File: config.mk
export PLATFORM = sky130hd
export DESIGN_NAME = nand_1b_cell
export DESIGN_NICKNAME = d
export VERILOG_FILES = /design/src/rtl/gate_lib_pkg.sv /design/src/rtl/nand_1b.sv /design/src/rtl/nand_1b_cell.sv
export SDC_FILE = /design/constraint.sdc
export NUM_CORES = 1
export LEC_CHECK = 0
export CORE_MARGIN = 4
export CORE_UTILIZATION = 37
export DETAILED_ROUTE_END_ITERATION = 8
export GPL_TIMING_DRIVEN = 1
export MAX_ROUTING_LAYER = met4
export PLACE_DENSITY = 0.73
export SYNTH_ARGS = -nofsm -noshare
export SYNTH_HDL_FRONTEND = slang
export SYNTH_SLANG_ARGS = --single-unit
File: constraint.sdc
create_clock -name clk -period 1.4 [get_ports clk]
set_input_delay 0.14 -clock clk [delete_from_list [all_inputs] [get_ports clk]]
set_output_delay 0.14 -clock clk [all_outputs]
set_load 0.03 [all_outputs]
File: src/rtl/gate_lib_pkg.sv
// Shared constants for the gate-level datapath library cells.
package gate_lib_pkg;

  localparam int   DEF_CNT_W    = 8;
  // NAND of the idle inputs (0,0); reset value of every registered NAND output.
  localparam logic NAND_RST_VAL = 1'b1;

endpackage

File: src/rtl/nand_1b.sv
// Two-input NAND primitive; every other gate in the cell is composed of these.
module nand_1b (
  input  logic a,
  input  logic b,
  output logic o
);

  assign o = ~(a & b);

endmodule

File: src/rtl/nand_1b_cell.sv
// Single-bit NAND cell: NAND-only derived gates, registered NAND output and
// a saturating toggle counter for activity/coverage checks.
module nand_1b_cell
  import gate_lib_pkg::*;
#(
  parameter int CNT_W = DEF_CNT_W
) (
  input  logic             clk,
  input  logic             rst_n,
  input  logic             x,
  input  logic             y,
  output logic             o,
  output logic             not_x,
  output logic             and_o,
  output logic             or_o,
  output logic             nor_o,
  output logic             xor_o,
  output logic             xnor_o,
  output logic             o_q,
  input  logic             cnt_clr,
  output logic [CNT_W-1:0] tog_cnt
);

  localparam logic [CNT_W-1:0] CNT_MAX = '1;

  logic not_y;
  logic xor_l;
  logic xor_r;
  logic o_q_reg;
  logic [CNT_W-1:0] tog_cnt_reg;

  nand_1b u_nand   (.a(x),     .b(y),     .o(o));
  nand_1b u_not_x  (.a(x),     .b(x),     .o(not_x));
  nand_1b u_not_y  (.a(y),     .b(y),     .o(not_y));
  nand_1b u_and    (.a(o),     .b(o),     .o(and_o));
  nand_1b u_or     (.a(not_x), .b(not_y), .o(or_o));
  nand_1b u_nor    (.a(or_o),  .b(or_o),  .o(nor_o));

  // Classic 4-NAND XOR; the first NAND of the structure is the shared o.
  nand_1b u_xor_l  (.a(x),     .b(o),     .o(xor_l));
  nand_1b u_xor_r  (.a(y),     .b(o),     .o(xor_r));
  nand_1b u_xor    (.a(xor_l), .b(xor_r), .o(xor_o));
  nand_1b u_xnor   (.a(xor_o), .b(xor_o), .o(xnor_o));

  // Clear beats a same-edge toggle; the counter sticks at all-ones.
  always_ff @(posedge clk or negedge rst_n) begin
    if (!rst_n) begin
      o_q_reg     <= NAND_RST_VAL;
      tog_cnt_reg <= '0;
    end else begin
      o_q_reg <= o;
      if (cnt_clr) begin
        tog_cnt_reg <= '0;
      end else if ((o != o_q_reg) && (tog_cnt_reg != CNT_MAX)) begin
        tog_cnt_reg <= tog_cnt_reg + 1'b1;
      end
    end
  end

  assign o_q     = o_q_reg;
  assign tog_cnt = tog_cnt_reg;

endmodule

==> summary.md, run 1 <==
| Metric | Value |
|---|---|
| Status | `finished with violations` |
| Failing checks | `negative setup slack` |
| Synth Flop Type | `dfrtp_1` |
| Worst rel slew slack | `0.7121` |
| Setup crit end kind | `register` |
| CTS Sinks | `9` |
| CTS tree | `yes` |
| R2R Path End | `tog_cnt[3]` |
| Share of layout cells above drive strength 1 | `0.3253` |
| Post-CTS Setup Bufs | `0` |
| Worst Setup SP | `o_q` |
| # port buffers | `20` |
| Clock slew at reported path FFs | `60 ps` |
| Crit path DAT | `1630 ps` |
| Vias | `497` |
| Crit path kind | `register to register` |
| Worst R2R Start | `o_q` |
| Final Critical Period | `1476 ps` |
| Synthesized area per cell | `9.668 µm²` |
| Vias per cell | `5.071` |
| Initial core utilization | `0.3987` |
| CTS H-Tree Depth | `1` |
| Number of fill cells | `117` |
| Worst-path fanout max | `2` |
| CP startpoint kind | `register` |
| Total die area | `2108 µm²` |
| Largest net degree at the start of global routing | `10` |
| Yosys warnings | `0` |
| Initial antenna violation count | `0` |
| Cells after DPL | `94` |
| Placer Congestion | `0.7883` |
| Root Buffer | `clkbuf_4` |
| Clock Latency Late Sink | `260 ps` |
| Final worst path period share | `1.054` |
| Placed cell area | `777.0 µm²` |
| Synth Area in XOR/XNOR | `0.06353` |
| First-pass GRT wire length | `2090 µm` |
| Syn nets | `63` |
| Synth Area in Adders | `0.07059` |
| Clock skew | `1.433 ps` |
| Synth Area in Compound Gates | `0.1412` |
| Post-synth ARST share | `1.000` |
| Fmax | `677.4 MHz` |
| Final ANT Viol Nets | `0` |
| Drt first pass iters | `4` |
| Die X | `45.91 µm` |
| Tot Pwr | `653.9 µW` |
| Synth top area share | `0.3765` |
| Pwr dens | `790.7 nW/µm²` |
| Synth Instances | `55` |
| Worst min path class | `input pin to asynchronous set/reset pin` |
| Pre-CTS WS | `-491.1 ps` |
| Vias in the first global route | `483` |
| Number of synthesized flops with an enable pin | `0` |
| Max-slew violations | `0` |
| DP HPWL | `985.8 µm` |
| Ant. Diodes | `0` |
| NumNets Final | `92` |
| Hold Vio Cnt, Final | `0` |
| Synth cell count leaders | `9 x nor2_1, 8 x dfrtp_1, 6 x inv_1` |
| Register bit total from synthesis | `9` |
| Drt wl/cell | `12.72 µm` |
| Critical Path Sink | `tog_cnt[3]` |
| 1st-iter DRT viols | `1` |
| Synth cell types | `26` |
| Cts bufs inserted | `3` |
| Synth Area in Simple Gates | `0.1788` |
| Detailed Route WL | `1247 µm` |
| Core area | `1334 µm²` |
| Max cap viols | `0` |
| Area leader, netlist | `dfrtp_1` |
| Top-level port count | `21` |
| Mux contribution to synthesized area | `0.04000` |
| Final setup fails | `1` |
| Main combinational cell family by area after synthesis | `simple AND/OR/NAND/NOR gates` |
| Post-route insts no fill | `98` |
| Grt ovf | `0` |
| Finished Cell Area | `827.0 µm²` |
| Most frequent cell after synthesis | `nor2_1` |
| Reg-to-reg setup timing slack | `-80 ps` |
| Die span in y | `45.91 µm` |
| Residual DRC | `0` |
| Post-Syn Area | `531.8 µm²` |
| Layout area overhead | `55.53%` |
| R2R cell count | `4` |
| GRT Total Usage | `0.1482` |
| Register area share after synthesis | `0.4259` |
| Synth area leaders | `dfrtp_1 38%, ha_1 7.1%, nor2_1 6.4%` |
| Worst slew pin tran | `430.5 ps` |
| Maximum vdd drop | `0.0006242 V` |
| Max reg flops | `8` |
| Max Root-Sink Buffers | `2` |
| CP required | `1550 ps` |
| RSZ-0062 raised after global routing | `yes` |
| Lkg Pwr | `0.0004222 µW` |
| Cell Rows | `13` |
| Post-route setup slack | `-76.20 ps` |
[worst max-delay path, cell delays in order, from the launching register on]
cell,delay (ps)
dfstp_2,580
xor2_4,70
or2_1,220
a31oi_1,160
mux2_1,330
[per-layer routing]
metal | global-route usage | wire, µm | vias up
met3 | 0.03557 | 84 | 2
met2 | 0.2418 | 632 | 19
met4 | 0.06818 | 17 | 0
li1 | - | - | 248
met1 | 0.1687 | 513 | 228
met5 | - | 0 | -
[worst min path at each step]
stage / startpoint / to / slack [ps] / depth (start not counted)
floorplan: rst_n / tog_cnt[0] / -160 / 0
global placement: rst_n / tog_cnt[4] / 480 / 1
detailed placement: rst_n / tog_cnt[4] / 480 / 1
CTS: rst_n / tog_cnt[4] / 190 / 1
global route: rst_n / tog_cnt[4] / 200 / 1
finish: rst_n / tog_cnt[4] / 180 / 1
[final cells by class]
cell class	count	area, µm²	share of cell area
clock buffers	4	26.28	0.03177
well taps	15	18.77	0.02269
repair buffers	27	220.2	0.2663
flip-flops and latches	9	229.0	0.2769
multi-input cells	37	310.3	0.3752
inverters	6	22.52	0.02723
[through the flow]
step / TNS (ps) / hold WS, ps / utilization
floorplan: -357.0 / -155.6 / -
global placement: -2742 / 477.9 / 0.5826
detailed placement: -2930 / 481.2 / 0.5826
CTS: -70.21 / 186.0 / 0.6060
global route: -249.4 / 195.8 / 0.6201
finish: -76.20 / 178.6 / 0.6201
[kinds of logic after synthesis]
kind of cell    after synthesis
compound gates                9
simple gates                 20
fa+ha+maj                     3
flops                         9
xor+xnor                      3
buf+inv                       9
mux                           2
[power by group]
group          switching, µW  leakage, µW  internal [µW]  total, µW
Clock                   97.6    0.0000150            110        208
Sequential              9.99     0.000118            271        281
Combinational           97.6     0.000289           67.1        165
[layout by cell type, fill, tap and decap left out]
cell type,instances
a311oi_1,1
a211oi_1,2
clkbuf_4,3
nor2_1,8
a211oi_2,1
a21oi_1,1
xor2_1,1
nor3_1,2
a41o_1,1
or2_1,1
dfstp_2,1
inv_1,6
xor2_4,1
mux2_1,1
nor2b_1,2
dfrtp_1,6
ha_1,2
dlygate4sd2_1,10
a31oi_1,2
mux2i_1,1
nand3_1,3
clkbuf_1,1
dfrtp_2,2
buf_4,15
clkdlybuf4s50_1,2
nand2_1,1
nor2_2,1
ha_4,1
a41o_4,1
and4_1,1
xnor2_1,1
nor3_4,1
[timing repair]
item	CTS	global route
setup endpoints to repair	16	6
resized for setup	13	3
pin swaps	0	1
hold buffers	0	0
(Power assumes the default switching activity.)
==> run 2: changes to the inputs <==
Settings changed: SKIP_CTS_REPAIR_TIMING from default to 1.
==> run 2 against run 1 <==
The flow still finishes with violations (negative setup slack). Maximum frequency increased by 0.58%. Count of clock-buffer cells in the layout unchanged. Clock power down 2%. Final cell count unchanged. Register-to-register slack about the same. First-iteration DRC count grew to 5.0 times the previous value. Non-clock buffer count is the same. Utilization increased by 2.1 points. Largest power group unchanged. Cell area up 3.3%. Critical path depth stayed put.
==> summary.md, run 2 (same netlist as run 1, synthesis figures left out) <==
| Metric | Value |
|---|---|
| CTS H-Tree Depth | `1 (unchanged)` |
| RSZ-0062 raised after global routing | `yes` |
| CTS Sinks | `9 (unchanged)` |
| Die span in y | `45.91 µm (unchanged)` |
| Max Root-Sink Buffers | `2 (unchanged)` |
| Worst rel slew slack | `0.7108 (-0.001283)` |
| R2R Path End | `tog_cnt[3]` |
| Share of layout cells above drive strength 1 | `0.3253 (unchanged)` |
| Clock Latency Late Sink | `260 ps (about the same)` |
| Failing checks | `negative setup slack` |
| NumNets Final | `92 (unchanged)` |
| Clock network fraction of design power | `0.312 (-0.006)` |
| Detailed Route WL | `1248 µm (about the same)` |
| Post-route setup slack | `-67.74 ps (+8.460 ps)` |
| Worst R2R Start | `o_q` |
| Drt first pass iters | `2 (-2)` |
| Kind of cell adding the most delay to the critical path | `flip-flops` |
| Top-level port count | `21 (unchanged)` |
| Commonest non-fill, non-tap cells in the layout | `15 x buf_4, 10 x dlymetal6s2s_1, 8 x nor2_1, 6 x inv_1, 6 x dfrtp_1` |
| Final ANT Viol Nets | `0 (unchanged)` |
| 1st-iter DRT viols | `5 (+4)` |
| Max cap viols | `0 (unchanged)` |
| Initial core utilization | `0.3987 (unchanged)` |
| Post-route insts no fill | `98 (unchanged)` |
| Ant. Diodes | `0 (unchanged)` |
| Maximum vdd drop | `0.0006249 V (+0.11%)` |
| Setup crit end kind | `register` |
| # port buffers | `20 (unchanged)` |
| Number of fill cells | `113 (-3.4%)` |
| Grt ovf | `0 (unchanged)` |
| Layout area overhead | `60.71%` |
| Worst min path class | `input pin to asynchronous set/reset pin` |
| Cell internal pwr | `451.5 µW (+0.61%)` |
| Crit path DAT | `1620 ps (about the same)` |
| R2R cell count | `4 (unchanged)` |
| Switching pwr | `199.8 µW (-2.6%)` |
| Initial antenna violation count | `0 (unchanged)` |
| Pwr dens | `762.2 nW/µm² (-3.6%)` |
| Cell Rows | `13 (unchanged)` |
| Max reg flops | `8 (unchanged)` |
| CP required | `1550 ps (about the same)` |
| Commonest non-fill, non-tap cell in the layout | `buf_4` |
| Hold Vio Cnt, Final | `0 (unchanged)` |
| Seq pwr share | `0.432 (+0.002)` |
| Utilization after layout | `0.6407 (+0.02064)` |
| Final Critical Period | `1468 ps (-8.460 ps)` |
| Cts bufs inserted | `3 (unchanged)` |
| Setup total negative slack | `-67.74 ps (+8.460 ps)` |
| Crit path buf inv count | `0 (unchanged)` |
| Fmax | `681.3 MHz (+0.58%)` |
| Vias | `492 (-1.0%)` |
| Crit path kind | `register to register` |
| Pre-CTS WS | `-491.1 ps (unchanged)` |
| Status | `finished with violations` |
| Worst-path fanout max | `2 (unchanged)` |
| Final worst path period share | `1.048 (-0.006043)` |
| First-pass GRT wire length | `2049 µm (-2.0%)` |
| Cells after DPL | `94 (unchanged)` |
| Root Buffer | `clkbuf_4` |
| CTS tree | `yes` |
| Logic pwr share | `0.256 (+0.004)` |
| Clock slew at reported path FFs | `60 ps (about the same)` |
| DP HPWL | `985.8 µm (unchanged)` |
| Lkg Pwr | `0.0005434 µW (+29%)` |
| Residual DRC | `0 (unchanged)` |
| GRT Total Usage | `0.1457 (-0.002483)` |
| Largest net degree at the start of global routing | `10 (unchanged)` |
| Worst slew pin tran | `432.4 ps (+1.919 ps)` |
| Max-slew violations | `0 (unchanged)` |
| Vias in the first global route | `479 (-0.83%)` |
| Critical path, cell by cell | `xor2_4, or2_1, a31oi_1, mux2_1` |
| CP startpoint kind | `register` |
| Die X | `45.91 µm (unchanged)` |
| Drt wl/cell | `12.73 µm (about the same)` |
| Total die area | `2108 µm² (unchanged)` |
| Clock skew | `5.946 ps (+4.514 ps)` |
| Switching part of the total | `0.3068 (-0.006917)` |
| Critical path's slowest cell | `dfstp_2` |
| Vias per cell | `5.020 (-1.0%)` |
| CP max stage delay | `580 ps (about the same)` |
| Final setup fails | `1 (unchanged)` |
| Placer Congestion | `0.7883 (unchanged)` |
| WHS | `180.0 ps (+1.404 ps)` |
| Core area | `1334 µm² (unchanged)` |
| Reg-to-reg setup timing slack | `-70 ps (about the same)` |
run 2: changes by cell type in the layout (fill, tap and decap cells not counted):
cell and change:
a41o_2 +1, a41o_4 -1, dlygate4sd2_1 -10, dlymetal6s2s_1 +10
run 2: metrics by stage:
step / total power, µW / area [µm²]
floorplan: 379.8 / 545.5
global placement: 448.5 / 777.0
detailed placement: 452.8 / 777.0
CTS: 667.5 / 803.3
global route: 701.7 / 854.6
finish: 651.4 / 854.6
run 2: final cells by class:
class	count	area (µm²)	share of cell area
tap	15	18.77	0.02196
timing repair buffer	27	257.7	0.3016
sequential	9	229.0	0.2679
inverter	6	22.52	0.02635
multi-input combinational	37	300.3	0.3514
clock buffer	4	26.28	0.03075
run 2: power by group through the flow:
stage | combinational (µW) | clock, µW | sequential [µW]
2_1_floorplan | 75.4 | 0 | 304
4_1_cts | 166 | 219 | 282
3_3_place_gp | 162 | 0 | 286
6_report | 167 | 203 | 281
3_5_place_dp | 166 | 0 | 287
5_1_grt | 183 | 236 | 283
run 2: metal layers:
| metal | GRT usage | vias to the layer above | part of all wire | wire length [µm] |
|---|---|---|---|---|
| met5 | - | - | 0 | 0 |
| met4 | 0.06818 | 0 | 0.020 | 25 |
| met3 | 0.03557 | 4 | 0.072 | 90 |
| met2 | 0.2418 | 21 | 0.49 | 609 |
| met1 | 0.1614 | 219 | 0.42 | 523 |
| li1 | - | 248 | - | - |
run 2: worst max-delay path by stage:
stage	startpoint	endpoint	slack, ps	cells after the start
detailed placement	y	tog_cnt[3]	-490	6
CTS	y	tog_cnt[3]	-200	6
finish	o_q	tog_cnt[3]	-70	4
global placement	y	tog_cnt[3]	-470	6
global route	o_q	tog_cnt[3]	-150	4
floorplan	o_q	tog_cnt[3]	-200	4
==> run 3: changes to the inputs <==
Settings changed: CTS_BUF_LIST from default to sky130_fd_sc_hd__clkbuf_16, CTS_CLUSTER_SIZE from default to 40, SKIP_CTS_REPAIR_TIMING 1 to default.
==> run 3 against run 2 <==
The flow still finishes with violations (negative setup slack). Utilization increased by 3.0 points. First-iteration DRC count decreased by 60%. Via count increased by 5.5%. Sequential share of layout area decreased by 1.2 points. Combinational power about the same. Non-clock buffer count increased by 1. Critical path depth unchanged. Die area unchanged. Register-to-register slack got worse by 30 ps. Setup slack got worse by 30 ps. Critical path type unchanged. Largest cell class unchanged. Highest routed layer unchanged.
==> summary.md, run 3 (same netlist as run 1, synthesis figures left out) <==
| Metric | Value |
|---|---|
| Detailed Route WL | `1447 µm (+16%)` |
| CTS Sinks | `9 (unchanged)` |
| Worst min path class | `input pin to asynchronous set/reset pin` |
| CP startpoint kind | `register` |
| Busiest layer in global routing | `met2` |
| Register area | `229.0 µm² (unchanged)` |
| Max reg flops | `8 (unchanged)` |
| Top-level port count | `21 (unchanged)` |
| Final setup fails | `2 (+1)` |
| Commonest non-fill, non-tap cells in the layout | `16 x buf_4, 9 x nor2_1, 9 x dlygate4sd2_1, 7 x inv_1, 6 x dfrtp_1` |
| Area occupied by multi-input gates | `314.1 µm² (+4.6%)` |
| Vias per cell | `5.242 (+4.4%)` |
| Core area | `1334 µm² (unchanged)` |
| Grt ovf | `0 (unchanged)` |
| Cell Rows | `13 (unchanged)` |
| Setup crit end kind | `register` |
| RSZ-0062 raised after global routing | `yes` |
| Max Root-Sink Buffers | `2 (unchanged)` |
| Maximum vdd drop | `0.0007976 V (+28%)` |
| Die span in y | `45.91 µm (unchanged)` |
| Drt wl/cell | `14.62 µm (+15%)` |
| Placer Congestion | `0.7883 (unchanged)` |
| Initial core utilization | `0.3987 (unchanged)` |
| CP required | `1520 ps (-30 ps)` |
| Vias | `519 (+5.5%)` |
| Post-route setup slack | `-97.26 ps (-29.52 ps)` |
| First-pass GRT wire length | `2263 µm (+10%)` |
| CTS tree | `yes` |
| Tot Pwr | `952.5 µW (+46%)` |
| Commonest non-fill, non-tap cell in the layout | `buf_4` |
| Total die area | `2108 µm² (unchanged)` |
| NumNets Final | `93 (+1.1%)` |
| CTS H-Tree Depth | `1 (unchanged)` |
| Worst-path fanout max | `2 (unchanged)` |
| Utilization after layout | `0.6707 (+0.03002)` |
| Final Critical Period | `1497 ps (+29.52 ps)` |
| Final worst path period share | `1.069 (+0.02109)` |
| Hold Vio Cnt, Final | `0 (unchanged)` |
| Lkg Pwr | `0.0004673 µW (-14%)` |
| Cts bufs inserted | `3 (unchanged)` |
| Max cap viols | `0 (unchanged)` |
| Pre-CTS WS | `-491.1 ps (unchanged)` |
| Drt first pass iters | `2 (unchanged)` |
| Initial antenna violation count | `0 (unchanged)` |
| Crit path kind | `register to register` |
| GRT Total Usage | `0.1672 (+0.02152)` |
| Root Buffer | `clkbuf_16` |
| Worst rel slew slack | `0.7056 (-0.005222)` |
| Global Route met3 Usage | `0.05929 (+0.02372)` |
| Clock skew | `3.166 ps (-2.781 ps)` |
| Max-slew violations | `0 (unchanged)` |
| Ant. Diodes | `0 (unchanged)` |
| Status | `finished with violations` |
| Vias in the first global route | `518 (+8.1%)` |
| Die X | `45.91 µm (unchanged)` |
| Met1 Track Usage GR | `0.1590 (-0.002410)` |
| Residual DRC | `0 (unchanged)` |
| # port buffers | `20 (unchanged)` |
| Failing checks | `negative setup slack` |
| Worst slew pin tran | `440.2 ps (+7.808 ps)` |
| Clock slew at reported path FFs | `40 ps (-20 ps)` |
| Layout area overhead | `68.24%` |
| Crit path DAT | `1610 ps (about the same)` |
| Number of fill cells | `112 (-0.88%)` |
| DP HPWL | `985.8 µm (unchanged)` |
| Clock Latency Late Sink | `240 ps (-20 ps)` |
| Fmax | `667.9 MHz (-2.0%)` |
| M2 GR Usage | `0.2995 (+0.05769)` |
| Largest net degree at the start of global routing | `10 (unchanged)` |
| WHS | `217.4 ps (+37.39 ps)` |
| Share of layout cells above drive strength 1 | `0.3333 (+0.008032)` |
| 1st-iter DRT viols | `2 (-3)` |
| Pwr dens | `1065 nW/µm² (+40%)` |
| Final ANT Viol Nets | `0 (unchanged)` |
| Hold_buf cts | `0` |
-- run 3: changes by cell type in the layout (fill, tap and decap cells not counted), sizes merged --
cell          delta
inv              +1
dlymetal6s2s     -9
buf              +1
dlygate4sd2      +9
clkbuf           -1
-- run 3: power breakdown --
part	switching, µW	internal, µW	total, µW	leakage, µW
logic	98.9	67.2	166	0.000307
registers	10.4	273	283	0.000118
clock network	129	374	503	0.0000423
-- run 3: final cells by class --
cell class / count / area share
clock inverters: 1 / 0.004196
multi-input cells: 37 / 0.3510
well taps: 15 / 0.02098
inverters: 6 / 0.02517
flip-flops and latches: 9 / 0.2559
clock buffers: 3 / 0.08392
repair buffers: 28 / 0.2587
-- run 3: per-layer routing --
| metal | part of all wire | up-vias |
|---|---|---|
| met5 | 0 | - |
| met4 | 0.026 | 0 |
| met3 | 0.062 | 6 |
| met2 | 0.55 | 19 |
| met1 | 0.36 | 244 |
| li1 | - | 250 |
-- run 3: repair_timing --
item / in CTS / in global routing
setup buffers: 0 / 1
gates resized for setup: 12 / 4
endpoints found under the setup margin: 15 / 7
pin swaps: 0 / 1
cloned: 0 / 0
-- run 3: stage by stage --
stage	TNS (ps)	instance area (µm²)	instances
floorplan	-357.0	545.5	55
global placement	-2742	777.0	94
detailed placement	-2930	777.0	94
CTS	-70.68	862.1	98
global route	-431.4	894.6	99
finish	-145.6	894.6	99
-- run 3: worst paths after layout --
path / from / to / slack [ps] / depth (start not counted)
min in group clk: y / o_q / 510 / 4
min reg2reg: tog_cnt[1] / tog_cnt[1] / 580 / 2
max in group asynchronous: rst_n / o_q / 850 / 1
min: rst_n / tog_cnt[4] / 220 / 1
max reg2reg: o_q / tog_cnt[3] / -100 / 4
max: o_q / tog_cnt[3] / -100 / 4
-- run 3: worst max-delay path: stages (launching register included) --
cell and delay (ps):
dfstp_2 570, xor2_4 70, or2_1 240, a31oi_1 160, mux2_1 330
